$ cat src/rtl/instr_decoder.sv
// Registered MIPS instruction decoder: latches the fetched word, decodes it into a
// one-hot instruction class plus register/immediate/jump fields, with a valid/ack handshake.
module instr_decoder #(
    parameter int unsigned COUNT_W = 32
) (
    input  logic               clk,
    input  logic               rst,
    input  logic [31:0]        instr_in,
    input  logic               ir_in,
    input  logic               decode_ena,
    input  logic               ack,
    output logic [31:0]        ir,
    output logic [53:0]        decoded_instr,
    output logic [4:0]         rs,
    output logic [4:0]         rt,
    output logic [4:0]         rd,
    output logic [4:0]         shamt,
    output logic [15:0]        imm16,
    output logic [25:0]        jidx,
    output logic               dec_valid,
    output logic               illegal,
    output logic [COUNT_W-1:0] instr_count
);

    typedef enum logic {EMPTY, HELD} state_t;
    state_t state;

    logic [31:0] src;
    logic [53:0] dec_next;

    // Bypass lets a fetch and its decode happen on the same edge.
    always_comb begin
        src = ir_in ? instr_in : ir;
    end

    always_comb begin
        dec_next = '0;
        case (src[31:26])
            6'h00: begin
                case (src[5:0])
                    6'h20: dec_next[0]  = 1'b1;
                    6'h21: dec_next[1]  = 1'b1;
                    6'h22: dec_next[2]  = 1'b1;
                    6'h23: dec_next[3]  = 1'b1;
                    6'h24: dec_next[4]  = 1'b1;
                    6'h25: dec_next[5]  = 1'b1;
                    6'h26: dec_next[6]  = 1'b1;
                    6'h27: dec_next[7]  = 1'b1;
                    6'h2A: dec_next[8]  = 1'b1;
                    6'h2B: dec_next[9]  = 1'b1;
                    6'h00: dec_next[10] = 1'b1;
                    6'h02: dec_next[11] = 1'b1;
                    6'h03: dec_next[12] = 1'b1;
                    6'h04: dec_next[13] = 1'b1;
                    6'h06: dec_next[14] = 1'b1;
                    6'h07: dec_next[15] = 1'b1;
                    6'h08: dec_next[16] = 1'b1;
                    6'h1B: dec_next[32] = 1'b1;
                    6'h09: dec_next[34] = 1'b1;
                    6'h10: dec_next[42] = 1'b1;
                    6'h12: dec_next[43] = 1'b1;
                    6'h11: dec_next[45] = 1'b1;
                    6'h13: dec_next[46] = 1'b1;
                    6'h19: dec_next[48] = 1'b1;
                    6'h0C: dec_next[49] = 1'b1;
                    6'h34: dec_next[50] = 1'b1;
                    6'h0D: dec_next[52] = 1'b1;
                    6'h1A: dec_next[53] = 1'b1;
                    default: ;
                endcase
            end
            6'h1C: begin
                if (src[5:0] == 6'h20) dec_next[31] = 1'b1;
                else if (src[5:0] == 6'h02) dec_next[47] = 1'b1;
            end
            6'h10: begin
                if (src[25:21] == 5'h00) dec_next[41] = 1'b1;
                else if (src[25:21] == 5'h04) dec_next[44] = 1'b1;
                else if (src[25:21] == 5'h10 && src[5:0] == 6'h18) dec_next[33] = 1'b1;
            end
            6'h01: if (src[20:16] == 5'h01) dec_next[51] = 1'b1;
            6'h08: dec_next[17] = 1'b1;
            6'h09: dec_next[18] = 1'b1;
            6'h0C: dec_next[19] = 1'b1;
            6'h0D: dec_next[20] = 1'b1;
            6'h0E: dec_next[21] = 1'b1;
            6'h23: dec_next[22] = 1'b1;
            6'h2B: dec_next[23] = 1'b1;
            6'h04: dec_next[24] = 1'b1;
            6'h05: dec_next[25] = 1'b1;
            6'h0A: dec_next[26] = 1'b1;
            6'h0B: dec_next[27] = 1'b1;
            6'h0F: dec_next[28] = 1'b1;
            6'h02: dec_next[29] = 1'b1;
            6'h03: dec_next[30] = 1'b1;
            6'h20: dec_next[35] = 1'b1;
            6'h24: dec_next[36] = 1'b1;
            6'h25: dec_next[37] = 1'b1;
            6'h28: dec_next[38] = 1'b1;
            6'h29: dec_next[39] = 1'b1;
            6'h21: dec_next[40] = 1'b1;
            default: ;
        endcase
    end

    always_ff @(posedge clk) begin
        if (rst) begin
            state         <= EMPTY;
            ir            <= '0;
            decoded_instr <= '0;
            rs            <= '0;
            rt            <= '0;
            rd            <= '0;
            shamt         <= '0;
            imm16         <= '0;
            jidx          <= '0;
            dec_valid     <= 1'b0;
            illegal       <= 1'b0;
            instr_count   <= '0;
        end else begin
            if (ir_in) ir <= instr_in;
            // A new decode takes precedence over a simultaneous ack.
            if (decode_ena) begin
                decoded_instr <= dec_next;
                rs            <= src[25:21];
                rt            <= src[20:16];
                rd            <= src[15:11];
                shamt         <= src[10:6];
                imm16         <= src[15:0];
                jidx          <= src[25:0];
                illegal       <= ~|dec_next;
                if (|dec_next) instr_count <= instr_count + COUNT_W'(1);
                state         <= HELD;
                dec_valid     <= 1'b1;
            end else if (state == HELD && ack) begin
                state     <= EMPTY;
                dec_valid <= 1'b0;
            end
        end
    end

endmodule

$ cat config.mk
export PLATFORM = sky130hd
export DESIGN_NAME = instr_decoder
export DESIGN_NICKNAME = d
export VERILOG_FILES = /design/src/rtl/instr_decoder.sv
export SDC_FILE = /design/constraint.sdc
export NUM_CORES = 1
export LEC_CHECK = 0
export CORE_ASPECT_RATIO = 1.1
export CORE_MARGIN = 4
export CORE_UTILIZATION = 53
export CTS_BUF_LIST = sky130_fd_sc_hd__clkbuf_2
export CTS_CLUSTER_DIAMETER = 60
export DETAILED_ROUTE_END_ITERATION = 8
export PLACE_DENSITY = 0.88
export SLEW_MARGIN = 20
export SYNTH_ARGS = -nofsm -noshare
export SYNTH_HDL_FRONTEND = slang
export SYNTH_SLANG_ARGS = --single-unit
$ cat constraint.sdc
create_clock -name clk -period 9 [get_ports clk]
set_clock_uncertainty 0.1 [all_clocks]
set_input_delay 1.35 -clock clk [delete_from_list [all_inputs] [get_ports clk]]
set_output_delay 1.35 -clock clk [all_outputs]
set_load 0.01 [all_outputs]
Word-level counts from Yosys, hierarchy flattened
Index checks and enable logic that the tools add are counted.

Flip-flop bits (word level): 182. Input port bits: 37. Output and inout bits: 182. Logic and storage cells: 147.

Add/subtract/negate cells: 1. Eq/ne operators: 54. Mux-type cells: 72. Reductions and logical operators: 9.

Operators with widths (number): $eq A6 B6 Y1 const B (19); $eq A6 B4 Y1 const B (12); $mux W1 (66); $eq A6 B5 Y1 const B (10); $reduce_or A54 Y1 (1); $add A32 B1 Y32 const B (1); $mux W32 (1); $eq A6 B3 Y1 const B (5); $eq A6 B2 Y1 const B (4); $mux W17 (1); $logic_not A6 Y1 (2); $eq A6 B1 Y1 const B (1); $mux W2 (3); $eq A5 B1 Y1 const B (1); $eq A5 B3 Y1 const B (1); $eq A5 B5 Y1 const B (1); $logic_not A5 Y1 (1); $mux W3 (1); $logic_and A1 B1 Y1 (2); $reduce_and A2 Y1 (1); $reduce_bool A2 Y1 (1); $logic_not A1 Y1 (1).

Logic depth before layout (Yosys ltp)
Gate-level depths: netlist of the first run.

Word-level depth: 9. Depth in mapped cells: 12. Gate-level depth less buffers: 7.

Worst setup path before layout of the first run
OpenSTA, ideal clock, no wires.

Kind: in2reg. Start point: in instr_in[26]. End point: reg instr_count[29]. Library setup time: 121 ps. Data arrival time: 3569 ps. Data required time: 8779 ps. Setup slack: 5209 ps. Cell stages on the path: 9. Path buffers: 2. Cell sequence: or3b_2 a222oi_1 buf_4 and3_2 a21o_2 a2111oi_4 buf_6 a211oi_2 mux2_4.

Cells in the longest elaborated chain, start to end: 5. Elaborated cells on any way between the ends: 60. Those cells by class: eq/ne: 23; mux: 34; reduce/logical: 3.

RTL lines: from (decl) (line 8) `input logic [31:0] instr_in,`; $mux W32 *; $eq A6 B4 Y1, or another cell as far along (line 38) `case (src[31:26])`; $mux W1, or another cell as far along (line 38); $reduce_or A54 Y1 * (line 132) `if (|dec_next) instr_count <= instr_count + COUNT_W'(1);`; $reduce_and A2 Y1 (no line) *; to (signal assigned) (line 132); to (decl) (line 22) `output logic [COUNT_W-1:0] instr_count`.

Mark *: on every way between the ends. The rest lies on a longest branch, timed or not. A chain may end at the register's enable or synchronous reset.

Final worst setup path of the first run
Start point: in ir_in. End point: reg instr_count[31].

Cells in the longest elaborated chain, start to end: 9. Elaborated cells on any way between the ends: 130. Those cells by class: eq/ne: 54; mux: 70; reduce/logical: 6.

RTL lines: from (decl) (line 9) `input logic ir_in,`; $mux W32 *; $eq A6 B5 Y1 / $eq A5 B5 Y1 (equally long branches) (line 79) `else if (src[25:21] == 5'h10 && src[5:0] == 6'h18) dec_next[33] = 1'b1;`; $logic_and A1 B1 Y1 (line 79); $mux W1 (line 79); $mux W1 (line 78) `else if (src[25:21] == 5'h04) dec_next[44] = 1'b1;`; $mux W1 (line 77) `if (src[25:21] == 5'h00) dec_next[41] = 1'b1;`; $mux W1 (line 38); $reduce_or A54 Y1 * (line 132); $reduce_and A2 Y1 (no line) *.

Marks and branches as above.

==> key figures, run 1 <==
STA
  – Final period demand of the worst path: approximately 4600 ps
  – Count of endpoints failing setup in the final report: 0
  – Period Utilization, post-route: about 51%
  – Final slew viol count: 0
  – Relative max-transition margin: 27.0%
  – Transition time at the pin with the least slew margin: approximately 1100 ps
  – Highest Clock Rate: about 0.22 GHz
  – Setup_tns: 0 ps
  – Setup repair after global routing missed its margin: no
  – Number of failing hold endpoints at the final stage: 0

Placement
  – Detail Placement HPWL: 14300 um
  – Weighted congestion at the end of routability-driven global placement: slightly below 0.9
  – Number of input and output port buffers inserted: between 200 and 250

Status
  – Run status: complete, no violations

Worst setup path
  – Worst Path Required: 9570 ps
  – Type of destination of the critical path: flop
  – Crit path arrival time: ~5200 ps
  – Worst setup startpoint: ir_in
  – Crit path buffers/inverters: 3
  – Highest fanout seen on the critical path: between 80 and 90
  – Sequence of cells on the critical path: buf_4, or3b_2, a222oi_1, clkbuf_2, and2_1, a21o_1, a2111oi_4, buf_4, a211oi_1, mux2_2
  – Master of the slowest instance on the critical path: a222oi_1
  – Cell family contributing the most delay on the critical path: compound AO/OA/AOI/OAI gates
  – Type of the worst setup path: in -> reg
  – Peak per-stage delay on the critical path: 710 ps
  – Crit Reg-Reg Startpoint: ir[26]
  – Sort of element at the start of the critical path: input pin
  – Most common cell type on the critical path: buf_4

Clock network
  – CTS buffer count: 17
  – Worst-skew pair later-pin latency: around 740 ps
  – Clock Tree Buf Depth: 2
  – Number of gates given a new drive strength after cts: 0
  – TritonCTS clock tree: yes
  – Postcts setup bufs: 0
  – Root cell of the clock tree: clkbuf_2
  – Clock-pin slew on the worst setup and hold paths: approximately 220 ps
  – Clock H-tree levels: 4
  – CTS sink cnt: roughly 150
  – Post-cts hold buffer count: 0

Pwr
  – P_leak: roughly 3.5 nW
  – Worst vdd rail ir drop: roughly 0.099 mV
  – Power per unit of standard cell area: about 140 mW/mm2

Global route
  – First-pass GRT wire length: between 30000 and 40000 um
  – Number of global-route vias before repair: ~6300
  – Tot GR Track Use: between 20% and 30%
  – Antenna violations before repair: 0
  – Global-route congestion overflow total: 0
  – Pin count of the biggest net entering global routing: around 110

Synth
  – Post-synthesis cell type with the largest combined area: dfxtp_1
  – Yosys Warn Count: 0
  – Net count of the mapped netlist: ~870
  – Mean Syn Cell Area: approximately 8.9 um2
  – EDFF count, synth: 0
  – Synth unique cells: 68
  – Sequential share of the synthesized area: around two fifths
  – #FFs+latches synth: between 100 and 150
  – Post-synthesis instance area: around 0.0075 mm2
  – Synthesized netlist cell count: approximately 830
  – Dominant cells by area after synthesis: dfxtp_1, mux2_4, nor2_1, mux2i_1, buf_4
  – Dominant register cell in the synthesized netlist: dfxtp_1
  – Yosys top cell area share: a little under 40%
  – Share of flip-flops with an asynchronous set or reset after synthesis: 0%

Hold path
  – Type of the most critical hold path: reg -> reg
  – Worst min-delay path startpoint: decoded_instr[26]

Cells and area
  – Filler Cells Inserted: 1105
  – Commonest cells after routing, fill and taps aside: clkdlybuf4s50_1, dfxtp_1, nor2_1
  – Area used by multi-input combinational logic: roughly 0.0039 mm2
  – Final net count: ~1000
  – Share of cells above drive strength 1: approximately 12%
  – Final design utilization: 69.1%
  – Area used by sequential logic in the layout: 0.00292 mm2
  – Layout overhead on the synthesized area: 27.9%
  – Most frequent standard cell in the layout excluding fill and tap cells: clkdlybuf4s50_1

Die
  – Die outline height: 132 um
  – Row cnt: 45
  – Area enclosed by the die boundary: approximately 0.016 mm2
  – Core Area: ~0.014 mm2
  – Chip Width: about 120 um
  – Effective utilization at floorplan: a little over half
  – Number of top-level pins: approximately 220

Routing
  – Detailed-route vias per instance: about 5.6
  – Total DRC errors in the routed layout: 0
  – Average wire per standard cell: 17.1 um
  – Final routed wirelength across all metal layers: 20200 um
  – Vias: ~6700
  – Detailed Route Iter0 Violations: about 530
  – Count of TritonRoute iterations in the first routing pass: 5
  – Antenna-violating nets left: 0

Job
  – Number of max-cap violations: 0
where the power goes:
part / switching [mW] / leakage, nW / internal, mW
clock: 0.252 / 0.133 / 0.129
sequential: 0.0191 / 1.19 / 0.667
combinational: 0.125 / 2.16 / 0.103
total: 0.395 / 3.48 / 0.899
tightest hold or removal path, stage by stage (launching register included):
cell	delay [ps]
dfxtp_1	360
nand2_1	60
a21oi_1	50
synthesized netlist by cell type (5+ instances only):
library cell	count
a21oi_1	52
or3_1	5
a211oi_1	27
buf_4	37
and4_1	6
and2_1	6
nand2_1	59
or3b_2	8
mux2i_1	32
mux2_4	30
nand4_1	24
and3_1	17
nand3_1	43
nor2_1	112
a21oi_2	26
dfxtp_1	146
buf_6	11
nand3b_1	11
clkbuf_1	42
nor2b_1	34
a22oi_1	21
nand2b_1	9
inv_1	6
cells by family (layout without fill, tap and decap cells):
logic type / count (synthesis) / in the layout / share of synthesized area, %
buf+inv: 101 / 261 / 8.49
simple gates: 356 / 356 / 24.8
xor+xnor: 2 / 2 / 0.235
flops: 146 / 146 / 39.2
fa+ha+maj: 1 / 1 / 0.168
compound gates: 164 / 164 / 16.5
mux: 64 / 64 / 10.6
other cells: 0 / 1 / 0
stage by stage:
step | std cells | instance area (um2) | worst slack, ps | power (mW) | hold slack [ps]
floorplan | 834 | 7460 | 5210 | 0.841 | 386
global placement | 1149 | 9290 | 3560 | 0.922 | 348
detailed placement | 1149 | 9290 | 3520 | 0.925 | 355
CTS | 1181 | 9530 | 4350 | 1.30 | 380
global route | 1182 | 9540 | 4190 | 1.35 | 399
finish | 1183 | 9540 | 4370 | 1.29 | 377
final timing paths:
kind,end,depth (start not counted),slack [ps]
worst max-delay path,instr_count[31],10,4370
worst min-delay path,decoded_instr[26],2,380
worst min register to register,decoded_instr[26],2,380
worst max register to register,instr_count[31],9,5390
cell type report:
cell class	instances	area share, %
diodes	1	0.0262
clock buffers	17	0.892
clock inverters	15	1.67
inverters	6	0.236
multi-input cells	587	40.9
flip-flops and latches	146	30.6
well taps	188	2.47
repair buffers	223	23.2
sequential cells by signal (all words and copies together), names as in the netlist:
| signal | cells |
|---|---|
| decoded_instr | 54 |
| illegal | 1 |
| imm16 | 7 |
| instr_count | 32 |
| ir | 32 |
| jidx | 3 |
| rd | 4 |
| rs | 4 |
| rt | 4 |
| shamt | 4 |
| state | 1 |
per-layer routing:
layer / global-route usage, % / routed length, um
met4: 7.75 / 429
met1: 32.6 / 8300
met3: 7.55 / 1540
met5: 0 / 0
met2: 39.8 / 9910
No activity file was read; power rests on OpenSTA's default activity.
==> run 2: changes to the inputs <==
- CORE_UTILIZATION: 53 -> 49
- PLACE_DENSITY: 0.88 -> 0.82
- clock period: 9 -> 4.28 ns (I/O delays scaled with it)
==> run 2 against run 1 <==
Against the previous run: power grew 110%; design area up 0.80%; combinational power increased by 120%; register-to-register slack worse by 4200 ps; critical endpoint unchanged; largest power group unchanged.
==> key figures, run 2 (same netlist as run 1, synthesis figures left out) <==
Status
  – Run status: complete, no violations

Clock network
  – Clock-pin slew on the worst setup and hold paths: about 220 ps
  – TritonCTS clock tree: yes
  – Root cell of the clock tree: clkbuf_2
  – Post-cts hold buffer count: 0
  – Clock H-tree levels: 4
  – Number of gates given a new drive strength after cts: 0
  – CTS sink cnt: between 100 and 150
  – Postcts setup bufs: 0
  – Worst-skew pair later-pin latency: between 700 and 800 ps
  – CTS buffer count: 17
  – Clock Tree Buf Depth: 2

Global route
  – Global-route congestion overflow total: 0
  – First-pass GRT wire length: ~33000 um
  – Antenna violations before repair: 2
  – Pin count of the biggest net entering global routing: ~130
  – Tot GR Track Use: 23.5%
  – Number of global-route vias before repair: 6448

Pwr
  – Worst vdd rail ir drop: between 0.15 and 0.2 mV
  – Net Sw Power: 0.819 mW
  – Fraction of power consumed by combinational cells: 18.6%
  – Switching power as a share of total power: between 30% and 40%
  – Clock share of power: between 20% and 30%
  – P_leak: about 3.5 nW
  – Sequential share of power: 54.2%
  – P_int: approximately 1.8 mW
  – Power per unit of standard cell area: around 280 mW/mm2

Die
  – Chip Width: approximately 130 um
  – Row cnt: 47
  – Effective utilization at floorplan: approximately 50%
  – Number of top-level pins: between 200 and 250
  – Area enclosed by the die boundary: about 0.017 mm2
  – Die outline height: 137 um
  – Core Area: roughly 0.015 mm2

Routing
  – Detailed Route Iter0 Violations: 485
  – Antenna-violating nets left: 0
  – Detailed-route vias per instance: ~5.6
  – Count of TritonRoute iterations in the first routing pass: 5
  – Average wire per standard cell: around 17 um
  – Final routed wirelength across all metal layers: between 20000 and 25000 um
  – Vias: 6692
  – Total DRC errors in the routed layout: 0

Worst setup path
  – Crit Reg-Reg Startpoint: ir[31]
  – Flop-to-flop setup slack: about 1200 ps
  – Worst R2R Path Depth: 9
  – Worst setup startpoint: instr_in[26]
  – Type of destination of the critical path: flop
  – Sort of element at the start of the critical path: input pin
  – Crit path arrival time: between 3000 and 4000 ps
  – Type of the worst setup path: in -> reg
  – Highest fanout seen on the critical path: 32
  – Destination of the critical timing path: instr_count[31]
  – Worst flop-to-flop path endpoint: instr_count[31]
  – Worst Path Required: between 4000 and 5000 ps

STA
  – Number of failing hold endpoints at the final stage: 0
  – Final slew viol count: 0
  – Transition time at the pin with the least slew margin: ~900 ps
  – Relative max-transition margin: between 40% and 50%
  – Highest Clock Rate: between 0.3 and 0.4 GHz
  – Setup_tns: 0 ps
  – Period Utilization, post-route: about 74%
  – Count of endpoints failing setup in the final report: 0
  – Setup repair after global routing missed its margin: no
  – Final period demand of the worst path: ~3200 ps

Cells and area
  – Largest register by flop count: decoded_instr
  – Commonest cells after routing, fill and taps aside: clkdlybuf4s50_1, dfxtp_1, nor2_1
  – Registers with the most flip-flops: decoded_instr: 54 flops, instr_count: 32 flops, ir: 32 flops
  – Final net count: slightly above 1000
  – Flip-flop count of the largest register after layout: 54
  – Final Instance Count excl. Fillers: 1200
  – Share of cells above drive strength 1: ~13%
  – Most frequent standard cell in the layout excluding fill and tap cells: clkdlybuf4s50_1
  – Layout overhead on the synthesized area: 28.9%
  – Antenna Cells: 0

Placement
  – Cells after DPL: about 1200
  – Number of input and output port buffers inserted: approximately 220
  – Weighted congestion at the end of routability-driven global placement: approximately 0.93
  – Detail Placement HPWL: roughly 15000 um

Hold path
  – Type of the most critical hold path: in -> reg

Job
  – Number of max-cap violations: 0
[run 2: cell types whose count changed in the layout (fill, tap and decap cells not counted), moves of 2 or more]
cell      delta
inv_6        -2
buf_4        +7
clkinv_2     +2
buf_12       +2
[run 2: through the flow]
| step | instance area (um2) | utilization, % | hold slack, ps | setup slack (ps) | total power [mW] |
|---|---|---|---|---|---|
| CTS | 9610 | 64.1 | 212 | 1220 | 2.68 |
| global route | 9610 | 64.1 | 220 | 1050 | 2.79 |
| detailed placement | 9400 | 62.7 | 352 | 446 | 1.96 |
| floorplan | 7460 | - | 386 | 1200 | 1.77 |
| global placement | 9400 | 62.7 | 349 | 524 | 1.96 |
| finish | 9610 | 64.1 | 284 | 1100 | 2.66 |
[run 2: area by class of cell]
| type | count | area, um2 |
|---|---|---|
| clock buffers | 19 | 95.1 |
| flip-flops and latches | 146 | 2920 |
| repair buffers | 233 | 2310 |
| inverters | 6 | 22.5 |
| multi-input cells | 587 | 3900 |
| fillers | 1302 | 5380 |
| well taps | 196 | 245 |
| clock inverters | 13 | 114 |
[run 2: power groups by stage]
stage | logic, mW | clock network (mW) | registers (mW)
floorplan | 0.292 | 0 | 1.48
global placement | 0.490 | 0 | 1.47
detailed placement | 0.492 | 0 | 1.47
CTS | 0.494 | 0.744 | 1.44
global route | 0.535 | 0.801 | 1.45
finish | 0.494 | 0.725 | 1.44
[run 2: worst max-delay path: stages]
cell	delay, ps
clkdlybuf4s50_1	480
or3b_2	570
a222oi_1	370
buf_4	240
and3_1	230
a22o_1	200
a2111oi_4	70
buf_12	190
a211oi_1	280
mux2_2	360
[run 2: how the worst min path moves through the flow]
stage	depth (start not counted)	startpoint	endpoint	slack [ps]
after floorplan	2	decoded_instr[33]	decoded_instr[33]	390
after CTS	3	decode_ena	decoded_instr[40]	210
after global routing	3	decode_ena	decoded_instr[5]	220
after detailed placement	2	decoded_instr[29]	decoded_instr[29]	350
final	3	decode_ena	illegal	280
after global placement	2	decoded_instr[48]	decoded_instr[48]	350
[run 2: per-layer routing]
| layer | up-vias | share of wire [%] | global-route usage [%] |
|---|---|---|---|
| met4 | 4 | 1.5 | 6.14 |
| met5 | - | 0.13 | 0 |
| met3 | 28 | 6.5 | 7.25 |
| met1 | 3190 | 44 | 30.7 |
| met2 | 205 | 48 | 38.1 |
| li1 | 3265 | - | - |
